[config.mk]
export PLATFORM = sky130hd
export DESIGN_NAME = pacman_step_sequencer
export DESIGN_NICKNAME = d
export VERILOG_FILES = /design/src/rtl/pacman_pkg.sv /design/src/rtl/pacman_step_sequencer_step_timer.sv /design/src/rtl/pacman_step_sequencer.sv
export SDC_FILE = /design/constraint.sdc
export NUM_CORES = 1
export LEC_CHECK = 0
export ABC_AREA = 1
export CORE_MARGIN = 8
export CORE_UTILIZATION = 50
export CTS_CLUSTER_DIAMETER = 200
export DETAILED_ROUTE_END_ITERATION = 7
export GPL_ROUTABILITY_DRIVEN = 0
export HOLD_SLACK_MARGIN = 0.03
export PLACE_DENSITY_LB_ADDON = 0.2
export SLEW_MARGIN = 10
export SYNTH_ARGS = -nofsm -noshare
export SYNTH_HDL_FRONTEND = slang
export SYNTH_SLANG_ARGS = --single-unit
[constraint.sdc]
create_clock -name CLOCK_50 -period 5.9 [get_ports CLOCK_50]
set_input_delay 1.18 -clock CLOCK_50 [delete_from_list [all_inputs] [get_ports CLOCK_50]]
set_output_delay 1.18 -clock CLOCK_50 [all_outputs]
set_load 0.05 [all_outputs]
[src/rtl/pacman_pkg.sv]
// -----------------------------------------------------------------------------
// pacman_pkg
//   Shared types and constants for the pacman step sequencer slice.
//   - tile_t  : 4-bit map tile codes held in the map RAM
//   - dir_t   : latched movement direction
//   - state_t : step sequencer FSM states
//   - tile_at : extracts tile x from a 160-bit map row (tile x at [159-4x -:4])
// -----------------------------------------------------------------------------
`timescale 1ns/1ps
package pacman_pkg;

    localparam int MAP_W     = 40;
    localparam int MAP_H     = 30;
    localparam int TILE_BITS = 4;

    localparam logic [5:0] MAX_X = 6'd39;
    localparam logic [4:0] MAX_Y = 5'd29;

    typedef enum logic [3:0] {
        EMPTY  = 4'd0,
        WALL   = 4'd1,
        PELLET = 4'd2,
        PACMAN = 4'd3
    } tile_t;

    typedef enum logic [2:0] {
        NONE  = 3'd0,
        UP    = 3'd1,
        DOWN  = 3'd2,
        LEFT  = 3'd3,
        RIGHT = 3'd4
    } dir_t;

    typedef enum logic [1:0] {
        IDLE    = 2'd0,
        RD_WAIT = 2'd1,
        CHECK   = 2'd2,
        MOVE    = 2'd3
    } state_t;

    // Tile 0 occupies the most significant nibble of the row word.
    function automatic tile_t tile_at(input logic [159:0] row, input logic [5:0] x);
        logic [7:0] base;
        base = 8'd159 - {x, 2'b00};
        return tile_t'(row[base -: 4]);
    endfunction

endpackage

[src/rtl/pacman_step_sequencer_step_timer.sv]
// -----------------------------------------------------------------------------
// step_timer
//   Free-running 0..STEP_CYCLES-1 counter. tick is a registered 1-cycle pulse,
//   high during the cycle in which the counter holds its last value.
//   Ports:
//     clk   in   system clock
//     rst_n in   asynchronous active-low reset (counter returns to 0)
//     tick  out  1-cycle pulse at counter wrap
// -----------------------------------------------------------------------------
`timescale 1ns/1ps
module step_timer #(
    parameter int STEP_CYCLES = 2_500_000
) (
    input  logic clk,
    input  logic rst_n,
    output logic tick
);

    localparam int CW = (STEP_CYCLES > 1) ? $clog2(STEP_CYCLES) : 1;
    localparam logic [CW-1:0] LAST = CW'(STEP_CYCLES - 1);

    logic [CW-1:0] cnt_r;
    logic [CW-1:0] cnt_next_s;
    logic          tick_r;

    // Next counter value with wrap at LAST.
    always_comb begin
        cnt_next_s = {CW{1'b0}};
        if (cnt_r == LAST) begin
            cnt_next_s = {CW{1'b0}};
        end else begin
            cnt_next_s = cnt_r + {{(CW-1){1'b0}}, 1'b1};
        end
    end

    // Counter register; tick is registered so it lines up with cnt_r == LAST.
    always_ff @(posedge clk or negedge rst_n) begin
        if (!rst_n) begin
            cnt_r  <= {CW{1'b0}};
            tick_r <= 1'b0;
        end else begin
            cnt_r  <= cnt_next_s;
            tick_r <= (cnt_next_s == LAST);
        end
    end

    assign tick = tick_r;

endmodule

[src/rtl/pacman_step_sequencer.sv]
// -----------------------------------------------------------------------------
// pacman_step_sequencer
//   Turns held direction keys into timed one-tile pacman moves. On each step
//   tick it reads the map row of the target tile, rejects walls / off-map
//   targets, and presents curr/next coords to the map RAM writer. The writer's
//   done pulse commits the move; moves landing on a pellet are counted.
//   Ports:
//     CLOCK_50                in   system clock
//     reset                   in   asynchronous active-low reset
//     up, down, left, right   in   held direction levels (priority up>down>left>right)
//     rd_addr[4:0]            out  map RAM row address
//     rd_data[159:0]          in   map RAM row word (RD_LAT cycles after rd_addr)
//     done                    in   writer pulse: curr->next rewrite complete
//     curr_pacman_x/y         out  committed position
//     next_pacman_x/y         out  target position (next != curr is the writer request)
//     pellet_pulse            out  1-cycle pulse with a commit that ate a pellet
//     pellet_count[9:0]       out  saturating pellets-eaten count
//   Configuration macro: PACMAN_TUNNEL_WRAP_EN (defined: left/right edges wrap;
//   undefined: edges are blocked like walls).
// -----------------------------------------------------------------------------
`timescale 1ns/1ps
module pacman_step_sequencer
    import pacman_pkg::*;
#(
    parameter int STEP_CYCLES = 2_500_000,
    parameter int RD_LAT      = 2,
    parameter int START_X     = 19,
    parameter int START_Y     = 23
) (
    input  logic         CLOCK_50,
    input  logic         reset,
    input  logic         up,
    input  logic         down,
    input  logic         left,
    input  logic         right,
    output logic [4:0]   rd_addr,
    input  logic [159:0] rd_data,
    input  logic         done,
    output logic [5:0]   curr_pacman_x,
    output logic [4:0]   curr_pacman_y,
    output logic [5:0]   next_pacman_x,
    output logic [4:0]   next_pacman_y,
    output logic         pellet_pulse,
    output logic [9:0]   pellet_count
);

    localparam logic [5:0] START_X_C = 6'(START_X);
    localparam logic [4:0] START_Y_C = 5'(START_Y);
    localparam logic [7:0] WAIT_LAST = 8'(RD_LAT - 1);

    state_t       state_r, state_s;
    dir_t         dir_r, dir_s;
    logic         tick_s;
    logic [7:0]   wait_cnt_r;
    logic [5:0]   curr_x_r, next_x_r, tgt_x_r, tgt_x_s;
    logic [4:0]   curr_y_r, next_y_r, tgt_y_r, tgt_y_s;
    logic         blocked_r, blocked_s;
    logic         pellet_flag_r;
    logic         pellet_pulse_r;
    logic [9:0]   count_r;
    logic [4:0]   rd_addr_r;
    tile_t        tile_s;
    logic         start_s;

    step_timer #(
        .STEP_CYCLES(STEP_CYCLES)
    ) u_step_timer (
        .clk   (CLOCK_50),
        .rst_n (reset),
        .tick  (tick_s)
    );

    assign start_s = (state_r == IDLE) && tick_s && (dir_r != NONE);
    assign tile_s  = tile_at(rd_data, tgt_x_r);

    // Key priority encode; no key held keeps the current direction.
    always_comb begin
        dir_s = dir_r;
        if (up) begin
            dir_s = UP;
        end else if (down) begin
            dir_s = DOWN;
        end else if (left) begin
            dir_s = LEFT;
        end else if (right) begin
            dir_s = RIGHT;
        end else begin
            dir_s = dir_r;
        end
    end

    // Direction latch register.
    always_ff @(posedge CLOCK_50 or negedge reset) begin
        if (!reset) begin
            dir_r <= NONE;
        end else begin
            dir_r <= dir_s;
        end
    end

    // Target tile from the committed position and the latched direction.
    always_comb begin
        tgt_x_s   = curr_x_r;
        tgt_y_s   = curr_y_r;
        blocked_s = 1'b0;
        case (dir_r)
            UP: begin
                if (curr_y_r == 5'd0) begin
                    blocked_s = 1'b1;
                end else begin
                    tgt_y_s = curr_y_r - 5'd1;
                end
            end
            DOWN: begin
                if (curr_y_r >= MAX_Y) begin
                    blocked_s = 1'b1;
                end else begin
                    tgt_y_s = curr_y_r + 5'd1;
                end
            end
            LEFT: begin
                if (curr_x_r == 6'd0) begin
`ifdef PACMAN_TUNNEL_WRAP_EN
                    tgt_x_s = MAX_X;
`else
                    blocked_s = 1'b1;
`endif
                end else begin
                    tgt_x_s = curr_x_r - 6'd1;
                end
            end
            RIGHT: begin
                if (curr_x_r >= MAX_X) begin
`ifdef PACMAN_TUNNEL_WRAP_EN
                    tgt_x_s = 6'd0;
`else
                    blocked_s = 1'b1;
`endif
                end else begin
                    tgt_x_s = curr_x_r + 6'd1;
                end
            end
            default: begin
                blocked_s = 1'b1;
            end
        endcase
    end

    // FSM next-state logic. Ticks outside IDLE are simply not looked at.
    always_comb begin
        state_s = state_r;
        case (state_r)
            IDLE: begin
                if (start_s) begin
                    state_s = RD_WAIT;
                end else begin
                    state_s = IDLE;
                end
            end
            RD_WAIT: begin
                if (wait_cnt_r >= WAIT_LAST) begin
                    state_s = CHECK;
                end else begin
                    state_s = RD_WAIT;
                end
            end
            CHECK: begin
                if (blocked_r || (tile_s == WALL)) begin
                    state_s = IDLE;
                end else begin
                    state_s = MOVE;
                end
            end
            MOVE: begin
                if (done) begin
                    state_s = IDLE;
                end else begin
                    state_s = MOVE;
                end
            end
            default: begin
                state_s = IDLE;
            end
        endcase
    end

    // FSM state register.
    always_ff @(posedge CLOCK_50 or negedge reset) begin
        if (!reset) begin
            state_r <= IDLE;
        end else begin
            state_r <= state_s;
        end
    end

    // Datapath: target capture, read wait, tile check and move commit.
    always_ff @(posedge CLOCK_50 or negedge reset) begin
        if (!reset) begin
            wait_cnt_r     <= 8'd0;
            tgt_x_r        <= START_X_C;
            tgt_y_r        <= START_Y_C;
            blocked_r      <= 1'b0;
            pellet_flag_r  <= 1'b0;
            curr_x_r       <= START_X_C;
            curr_y_r       <= START_Y_C;
            next_x_r       <= START_X_C;
            next_y_r       <= START_Y_C;
            rd_addr_r      <= START_Y_C;
            pellet_pulse_r <= 1'b0;
            count_r        <= 10'd0;
        end else begin
            pellet_pulse_r <= 1'b0;
            case (state_r)
                IDLE: begin
                    if (start_s) begin
                        tgt_x_r    <= tgt_x_s;
                        tgt_y_r    <= tgt_y_s;
                        blocked_r  <= blocked_s;
                        wait_cnt_r <= 8'd0;
                        // A blocked target may lie off the map; keep the
                        // address on a real row, the result is discarded.
                        rd_addr_r  <= blocked_s ? curr_y_r : tgt_y_s;
                    end
                end
                RD_WAIT: begin
                    wait_cnt_r <= wait_cnt_r + 8'd1;
                end
                CHECK: begin
                    if (!(blocked_r || (tile_s == WALL))) begin
                        next_x_r      <= tgt_x_r;
                        next_y_r      <= tgt_y_r;
                        pellet_flag_r <= (tile_s == PELLET);
                    end
                end
                MOVE: begin
                    if (done) begin
                        curr_x_r       <= next_x_r;
                        curr_y_r       <= next_y_r;
                        pellet_pulse_r <= pellet_flag_r;
                        if (pellet_flag_r && (count_r != 10'd1023)) begin
                            count_r <= count_r + 10'd1;
                        end
                    end
                end
                default: begin
                    wait_cnt_r <= 8'd0;
                end
            endcase
        end
    end

    assign rd_addr       = rd_addr_r;
    assign curr_pacman_x = curr_x_r;
    assign curr_pacman_y = curr_y_r;
    assign next_pacman_x = next_x_r;
    assign next_pacman_y = next_y_r;
    assign pellet_pulse  = pellet_pulse_r;
    assign pellet_count  = count_r;

endmodule

# After elaboration in Yosys (flattened, before gate mapping)
# Index checks and enable logic that the tools add are counted.
dict set report totals {
  memories 0
  latch_bits 0
  register_bits 87
  ramBits 0
  output_inout_bits 38
  mem_bits_ro 0
}
dict set report classes {
  n_eq_ne 13
  div_mod_pow 0
  multipliers 0
  n_reduce_logical 15
  n_addsub 8
  n_lt_le_gt_ge 3
  shifts 1
  muxes 26
  bitwise 1
}
# cell n
set op_table {}
lappend op_table {{$shiftx 163x9->4} 1}
lappend op_table {{$eq 22x22->1 const B} 2}
lappend op_table {{$add 22x1->22 const B} 1}
lappend op_table {{$mux 22} 1}
lappend op_table {{$pmux 8 s2} 1}
lappend op_table {{$mux 5} 3}
lappend op_table {{$mux 3} 4}
lappend op_table {{$mux 6} 2}
lappend op_table {{$pmux 6 s2} 1}
lappend op_table {{$add 10x1->10 const B} 1}
lappend op_table {{$ne 10x10->1 const B} 1}
lappend op_table {{$pmux 5 s2} 1}
lappend op_table {{$add 8x1->8 const B} 1}
lappend op_table {{$ge 8x1->1 const B} 1}
lappend op_table {{$mux 8} 1}
lappend op_table {{$pmux 2 s4} 1}
lappend op_table {{$reduce_and 2->1} 4}
lappend op_table {{$sub 8x8->8 const A} 1}
lappend op_table {{$mux 1} 7}
lappend op_table {{$add 6x1->6 const B} 1}
lappend op_table {{$eq 3x2->1 const B} 2}
lappend op_table {{$ge 6x6->1 const B} 1}
lappend op_table {{$logic_not 6->1} 1}
lappend op_table {{$mux 2} 3}
lappend op_table {{other kinds (21)} 24}

# Longest topological paths before layout
# Gate-level depths: netlist of run 1.
dict set report depth {
  depth_word 6
  depth_mapped 16
  depth_no_buf 14
}

# Modules after synthesis
# A second synthesis of run 1 with hierarchy kept.
dict set report unflattened {
  cells_unflattened 896
  hier_area_um2 6173.4
}
# module area_each_um2 seq_area_each_um2 n_inst cells_per_inst
set by_module_without_submodules {}
lappend by_module_without_submodules {pacman_step_sequencer 4644.5 1632.8 1 675}
lappend by_module_without_submodules {step_timer 1529.0 575.6 1 221}

# Worst setup path after synthesis of run 1
# No wires, ideal clock.
dict set report synth_timing {
  path_kind {input to register}
  from {in rd_data[141]}
  to {reg state_r[0]}
  setup_ps 137
  arrival_time_ps 2205
  required_time_ps 5763
  stages 13
  slack_ps 3559
  n_path_buf 1
  cell_sequence {nor2_1 -> nor2_1 -> o21ai_0 -> o21ai_1 -> o21ai_1 -> inv_1 -> o21ai_1 -> nand2_1 -> nor2_2 -> nand3_2 -> nand2_4 -> buf_8 -> nand4_1}
}
dict set report synth_via {
  elab_chain_cells 5
}
# element line
set synth_rtl {}
lappend synth_rtl {{from (decl)} pacman_step_sequencer.sv:37} ;# input logic [159:0] rd_data,
lappend synth_rtl {{$shiftx 163x9->4} pacman_pkg.sv:45} ;# return tile_t'(row[base -: 4]);
lappend synth_rtl {{$eq 4x1->1} pacman_step_sequencer.sv:168} ;# if (blocked_r || (tile_s == WALL)) begin
lappend synth_rtl {{$logic_or 1x1->1} pacman_step_sequencer.sv:168}
lappend synth_rtl {{$mux 2} pacman_step_sequencer.sv:168}
lappend synth_rtl {{$pmux 2 s4} pacman_step_sequencer.sv:152} ;# case (state_r)
lappend synth_rtl {{net state_s[0]} pacman_step_sequencer.sv:51} ;# state_t state_r, state_s;
lappend synth_rtl {{to (signal assigned)} pacman_step_sequencer.sv:192} ;# state_r <= state_s;
lappend synth_rtl {{to (decl)} pacman_step_sequencer.sv:51}
# The timed path passes the listed nets, and every way through them passes these cells.
# A chain may end at the register's enable or synchronous reset.

# Worst setup path after layout of run 1
dict set report layout_timing {
  from {reg state_r[1]}
  to {reg rd_addr_r[2] (netlist: rd_addr[2])}
}
dict set report layout_via {
  elab_chain_cells 4
}
# element line
set layout_rtl {}
lappend layout_rtl {{$logic_not 2->1 (*)} {pacman_step_sequencer.sv:73, pacman_step_sequencer.sv:213}}
lappend layout_rtl {{$logic_and 1x1->1 (2 in series)} pacman_step_sequencer.sv:73} ;# assign start_s = (state_r == IDLE) && tick_s && (dir_r != NONE);
lappend layout_rtl {{$reduce_and 2->1 (no source line) (*)} --}
lappend layout_rtl {{to (signal assigned)} pacman_step_sequencer.sv:222} ;# rd_addr_r <= blocked_s ? curr_y_r : tgt_y_s;
lappend layout_rtl {{to (decl)} pacman_step_sequencer.sv:61} ;# logic [4:0] rd_addr_r;
# Every way passes the cells marked *; elsewhere a longest branch is shown, timed or not.

==> impl_metrics.csv, run 1 <==
group,metric,value,unit
clock_tree,h-tree-depth,3,
floorplanning,die_h,127,um
global_routing,grt_usage,0.254,
logic_synthesis,synth_cell_types,51,
logic_synthesis,synthTopCellsByCount,"206 x nand2_1, 130 x nor2_1, 103 x inv_1, 82 x o21ai_0, 74 x nand3_1",
floorplanning,pin_count,205,
finish,utilization,0.705,
global_routing,grt_max_degree,60,
logic_synthesis,syn_area,6160,um2
status,status,"finished, final reports clean",
logic_synthesis,yosysSeqAreaShare,0.359,
sta,fin_crit_sh,0.516,
clock_tree,clockBufferDepth,2,
power_and_ir_drop,power_density,215,nW/um2
logic_synthesis,synth_cells,896,
critical_path,max_stage_delay,0.86,ns
logic_synthesis,synth-seq-cells,87,
floorplanning,die_area,16100,um2
critical_path,crit_buf_inv,1,
logic_synthesis,synth_nets,1074,
floorplanning,initial_core_util,0.513,
logic_synthesis,synth_fa_ha_area_frac,0.0224,
clock_tree,cts_resized,0,
clock_tree,cts-buffers-inserted,9,
placement,port_buffers,204,
sta,finClkSkew,0.0120,ns
sta,drv_slew,0,
finish,area_growth,37.6,%
sta,rsz0062_at_grt,"no",
sta,hold_violations,0,
critical_path,cp_max_fo,18,
logic_synthesis,yosysWarnings,0,
logic_synthesis,synth-edff-count,0,
clock_tree,cts_setup_buffers,0,
route,via_per_inst,5.43,
critical_path,cp_slowest_cell,"a2111oi_0",
floorplanning,die_w,127,um
sta,tightestPinTransition,0.794,ns
critical_path,end_kind,"register",
logic_synthesis,synthMuxAreaShare,0.00508,
logic_synthesis,yosysMostFrequentCell,"nand2_1",
power_and_ir_drop,p_leak,0.00380,uW
route,drt_iter0_drc,566,
sta,fin_tns_setup,0,ns
logic_synthesis,yosysTopAreaCellShare,0.252,
clock_tree,clk_pin_slew,0.07,ns
clock_tree,clk_latency,0.34,ns
critical_path,crit_path_start_kind,"register",
critical_path,path_delay_family,"compound AO/OA/AOI/OAI gates",
route,wl,20.7,mm
clock_tree,root_buffer,"clkbuf_16",
global_routing,grt_pass1_wl,33.0,mm
route,ant_nets,0,
route,wl_per_cell,16.8,um
hold_path,hold_class,"register to register",
logic_synthesis,synth-async-reset-ratio,1.00,
logic_synthesis,synthXorXnorAreaFrac,0.0370,
logic_synthesis,avgSynthCellArea,6.87,um2
finish,final_nets,1259,
logic_synthesis,yosys.area_share.simple,0.326,
critical_path,path_cells,"nor3b_1 -> o21a_1 -> clkinv_1 -> a2111oi_0 -> nor2_1",
sta,fmax,328,MHz
power_and_ir_drop,peakVddDrop,0.191,mV
clock_tree,cts.sinks,87,
route,first_pass_iters,5,
logic_synthesis,synthFlopType,"dfrtp_1",
global_routing,grt_antenna_before_repair,3,
sta,setup_violations,0,
logic_synthesis,synth_top_area_cell,"dfrtp_1",
floorplanning,core_area,12000,um2
finish,layout-drive-gt1-share,0.0654,
logic_synthesis,synth.area.top_cells,"dfrtp_1 25%, nand2_1 13%, dfstp_2 11%",
critical_path,worstPathArrival,3.29,ns
critical_path,reg2reg_slack,2.85,ns
critical_path,crit_required,6.15,ns
global_routing,grt_pass1_vias,6296,
floorplanning,rows,40,
critical_path,worstSetupPathType,"register to register",
route,drc,0,
sta,timing.slew.headroom,0.457,
route,routed-via-count,6710,
logic_synthesis,synth_top_family_by_area,"simple AND/OR/NAND/NOR gates",
placement,hpwlAfterDp,16.0,mm
logic_synthesis,synth_compound_area_frac,0.146,
clock_tree,cts_hold_buf,0,
clock_tree,cts_tree,"built",
job,drv_cap,0,
global_routing,grt_overflow,0,
sta,fin_crit,3.05,ns
==> logic make-up (layout without fill, tap and decap cells) <==
logic type,count (synthesis),after routing
AOI/OAI and AO/OA,157,157
xor gates and xnor gates,26,26
adders and majority gates,11,11
buffers and inverters,142,332
DFF,87,87
muxes,3,3
other,0,2
and+or+nand+nor,470,470
==> through the flow <==
| step | hold WS, ns | area [um2] | power (uW) | instances | worst slack [ns] |
|---|---|---|---|---|---|
| 3_3_place_gp | 0.462 | 8180 | 1260 | 1217 | 2.75 |
| 5_1_grt | 0.487 | 8470 | 1910 | 1235 | 2.49 |
| 4_1_cts | 0.476 | 8470 | 1830 | 1233 | 2.91 |
| 3_5_place_dp | 0.464 | 8180 | 1270 | 1217 | 2.68 |
| 6_report | 0.475 | 8470 | 1820 | 1235 | 2.85 |
| 2_1_floorplan | 0.448 | 6160 | 1050 | 896 | 3.56 |
==> cells in the final DEF (no fill, tap or decap), types with 3 or more instances in the layout <==
master and count:
nand2_1 206, clkdlybuf4s50_1 203, nor2_1 130, inv_1 103, o21ai_0 82, nand3_1 74
dfrtp_1 62, dfstp_2 25, xor2_1 20, nor3_1 19, a21oi_1 17, o21ai_1 15
nand4_1 14, o211ai_1 14, ha_1 11, o22ai_1 9, clkbuf_16 9, nand2_2 8
xnor2_1 6, buf_4 5, nor2_2 4, inv_6 4, inv_2 3, nor4_1 3
nor3_2 3
==> path summary, 6_finish.rpt <==
kind	start	end	depth (start not counted)
worst max-delay path	state_r[1]	rd_addr[2]	5
worst min-delay path	tgt_y_r[1]	tgt_y_r[1]	2
worst max register to register	state_r[1]	rd_addr[2]	5
worst min register to register	tgt_y_r[1]	tgt_y_r[1]	2
max in group asynchronous	reset	state_r[0]	2
min in group asynchronous	reset	dir_r[0]	1
==> registers in the layout (all words and copies together), names as in the netlist <==
signal / cells
tgt_y_r: 5
blocked_r: 1
dir_r: 3
u_step_timer.cnt_r: 22
curr_pacman_x: 6
curr_pacman_y: 5
u_step_timer.tick: 1
next_pacman_y: 5
wait_cnt_r: 8
tgt_x_r: 6
rd_addr: 5
next_pacman_x: 6
pellet_count: 10
pellet_pulse: 1
state_r: 2
pellet_flag_r: 1
==> tightest hold or removal path, stage by stage (launching register included) <==
cell and delay, ns:
dfstp_2 0.37, nand2_1 0.06, nand2_1 0.05
==> final cells by class <==
class | instances | area (um2)
inverter | 108 | 410
tap | 147 | 184
clock buffer | 10 | 239
clock inverter | 6 | 50.0
antenna | 2 | 5.00
sequential | 87 | 2210
multi-input combinational | 667 | 3300
timing repair buffer | 208 | 2070
fill | 1003 | 3540
==> report_power, final <==
part	internal (uW)	switching (uW)	total, uW
clock network	304	252	556
registers	650	52.7	702
logic	242	319	561
total	1200	623	1820
==> metal layers <==
layer | track usage | share of wire
met1 | 0.321 | 0.42
met5 | 0 | 0.00063
met4 | 0.0749 | 0.015
met3 | 0.0582 | 0.088
met2 | 0.423 | 0.48
No activity file was read; power rests on OpenSTA's default activity.
==> run 2, diff against run 1 <==
--- a/config.mk
+++ b/config.mk
@@ -7,7 +7,7 @@
 export LEC_CHECK = 0
 export ABC_AREA = 1
 export CORE_MARGIN = 8
-export CORE_UTILIZATION = 50
+export CORE_UTILIZATION = 42
 export CTS_CLUSTER_DIAMETER = 200
 export DETAILED_ROUTE_END_ITERATION = 7
 export GPL_ROUTABILITY_DRIVEN = 0
==> constraint.sdc (replaced) <==
create_clock -name CLOCK_50 -period 2.5 [get_ports CLOCK_50]
set_input_delay 0.5 -clock CLOCK_50 [delete_from_list [all_inputs] [get_ports CLOCK_50]]
set_output_delay 0.5 -clock CLOCK_50 [all_outputs]
set_load 0.05 [all_outputs]
==> impl_metrics.csv, run 2 (same netlist as run 1, synthesis figures left out) <==
group,metric,value,unit
sta,timing.slew.headroom,0.546,
critical_path,worst_path_most_repeated_cell,"nand2_1",
critical_path,worstSetupEndpoint,"u_step_timer.tick",
power_and_ir_drop,power_density,506,nW/um2
critical_path,cp_slowest_cell,"dfrtp_1",
clock_tree,cts_hold_buf,0,
finish,area_growth,40.0,%
placement,port_buffers,204,
job,drv_cap,0,
clock_tree,cts_tree,"built",
finish,largest_reg_flops,22,
clock_tree,cts.sinks,87,
critical_path,crit_buf_inv,2,
status,status,"finished, final reports clean",
critical_path,end_kind,"register",
global_routing,grt_antenna_before_repair,0,
floorplanning,core_area,14400,um2
clock_tree,clk_latency,0.35,ns
hold_path,hold_class,"primary input to async pin",
power_and_ir_drop,p_leak,0.00386,uW
finish,nFillCells,1359,
critical_path,cp.depth,13,
route,wl_per_cell,16.2,um
floorplanning,die_h,137,um
floorplanning,die_w,137,um
global_routing,grt_usage,0.216,
critical_path,setup.worst_path.start,"u_step_timer.cnt_r[0]",
route,ant_nets,0,
finish,mostFrequentLayoutCells,"206 x nand2_1, 203 x clkdlybuf4s50_1, 130 x nor2_1",
sta,hold_violations,0,
critical_path,crit_path_start_kind,"register",
critical_path,path_cells,"ha_1 -> nand2_1 -> nor2_1 -> nand2_1 -> nand2_1 -> inv_1 -> nor2_1 -> nand2_1 -> inv_1 -> nand4_1 -> nor2_1 -> nand4_1 -> nor3_2",
critical_path,cp_max_fo,6,
route,first_pass_iters,5,
finish,final_nets,1268,
finish,utilization,0.598,
floorplanning,die_area,18800,um2
clock_tree,root_buffer,"clkbuf_16",
global_routing,grt_overflow,0,
global_routing,grt_pass1_wl,32.5,mm
placement,hpwlAfterDp,16.1,mm
sta,finClkSkew,0.00635,ns
finish,largest_register,"u_step_timer.cnt_r",
finish,antenna_cells,0,
critical_path,regToRegEndpoint,"u_step_timer.tick",
floorplanning,initial_core_util,0.427,
critical_path,max_stage_delay,0.41,ns
finish,regArea,2210,um2
global_routing,grt_pass1_vias,6266,
critical_path,reg2reg_from,"u_step_timer.cnt_r[0]",
sta,fin_tns_setup,0,ns
route,via_per_inst,5.19,
finish,layout-drive-gt1-share,0.0731,
clock_tree,cts_setup_buffers,0,
clock_tree,cts-buffers-inserted,9,
route,drc,0,
sta,setup_violations,0,
finish,multiInputGateArea,3300,um2
sta,fin_crit_sh,0.914,
floorplanning,pin_count,205,
power_and_ir_drop,peakVddDrop,0.424,mV
finish,final_area,8620,um2
sta,tightestPinTransition,0.664,ns
clock_tree,h-tree-depth,3,
global_routing,grt_max_degree,56,
critical_path,worstPathArrival,2.56,ns
route,routed-via-count,6638,
floorplanning,rows,44,
critical_path,crit_required,2.77,ns
critical_path,path_delay_family,"simple AND/OR/NAND/NOR gates",
placement,placed_area,8320,um2
route,wl,20.7,mm
clock_tree,clockBufferDepth,2,
critical_path,worstSetupPathType,"register to register",
sta,drv_slew,0,
route,drt_iter0_drc,435,
sta,fin_crit,2.28,ns
clock_tree,cts_resized,0,
critical_path,reg2reg_slack,0.22,ns
finish,final_common_cell,"nand2_1",
clock_tree,clk_pin_slew,0.07,ns
sta,rsz0062_at_grt,"no",
sta,fmax,438,MHz
critical_path,r2r_cells,13,
power_and_ir_drop,power,4360,uW
[run 2: cell type report]
type	count	share of cell area
Multi-Input combinational cell	667	0.383
Inverter	108	0.0476
Tap cell	184	0.0267
Clock buffer	9	0.0261
Sequential cell	87	0.256
Clock inverter	7	0.00929
Timing Repair Buffer	217	0.251
[run 2: metrics by stage]
step	instances	hold slack (ns)	setup WS, ns
after floorplan	896	0.204	0.398
after global placement	1263	0.459	0.248
after detailed placement	1263	0.462	0.191
after CTS	1279	0.120	0.222
after global routing	1279	0.149	0.00988
final	1279	0.110	0.216
[run 2: worst min path at each step]
stage / from / to / slack, ns / cells past startpoint
2_1_floorplan: reset / blocked_r / 0.20 / 0
3_3_place_gp: tgt_y_r[0] / tgt_y_r[0] / 0.46 / 2
3_5_place_dp: rd_addr[1] / rd_addr[1] / 0.46 / 2
4_1_cts: reset / rd_addr[3] / 0.12 / 1
5_1_grt: reset / curr_pacman_y[3] / 0.15 / 1
6_report: reset / rd_addr[3] / 0.11 / 1
[run 2: layer usage]
metal,share of wire,up-vias,global-route usage
li1,-,3328,-
met1,0.43,3052,0.274
met3,0.080,29,0.0367
met4,0.018,0,0.0706
met2,0.47,229,0.366
met5,0,-,0
[run 2: where the power goes]
part	internal, uW	leakage (uW)	switching [uW]
clock network	788	0.000148	586
logic	575	0.00262	752
registers	1530	0.00109	124
total	2900	0.00386	1460
==> run 3, diff against run 2 <==
--- a/config.mk
+++ b/config.mk
@@ -9,6 +9,7 @@
 export CORE_MARGIN = 8
 export CORE_UTILIZATION = 42
 export CTS_CLUSTER_DIAMETER = 200
+export CTS_CLUSTER_SIZE = 30
 export DETAILED_ROUTE_END_ITERATION = 7
 export GPL_ROUTABILITY_DRIVEN = 0
 export HOLD_SLACK_MARGIN = 0.03
==> results of run 3 <==
No change in the layout: final DEF, timing and power equal those of run 2.
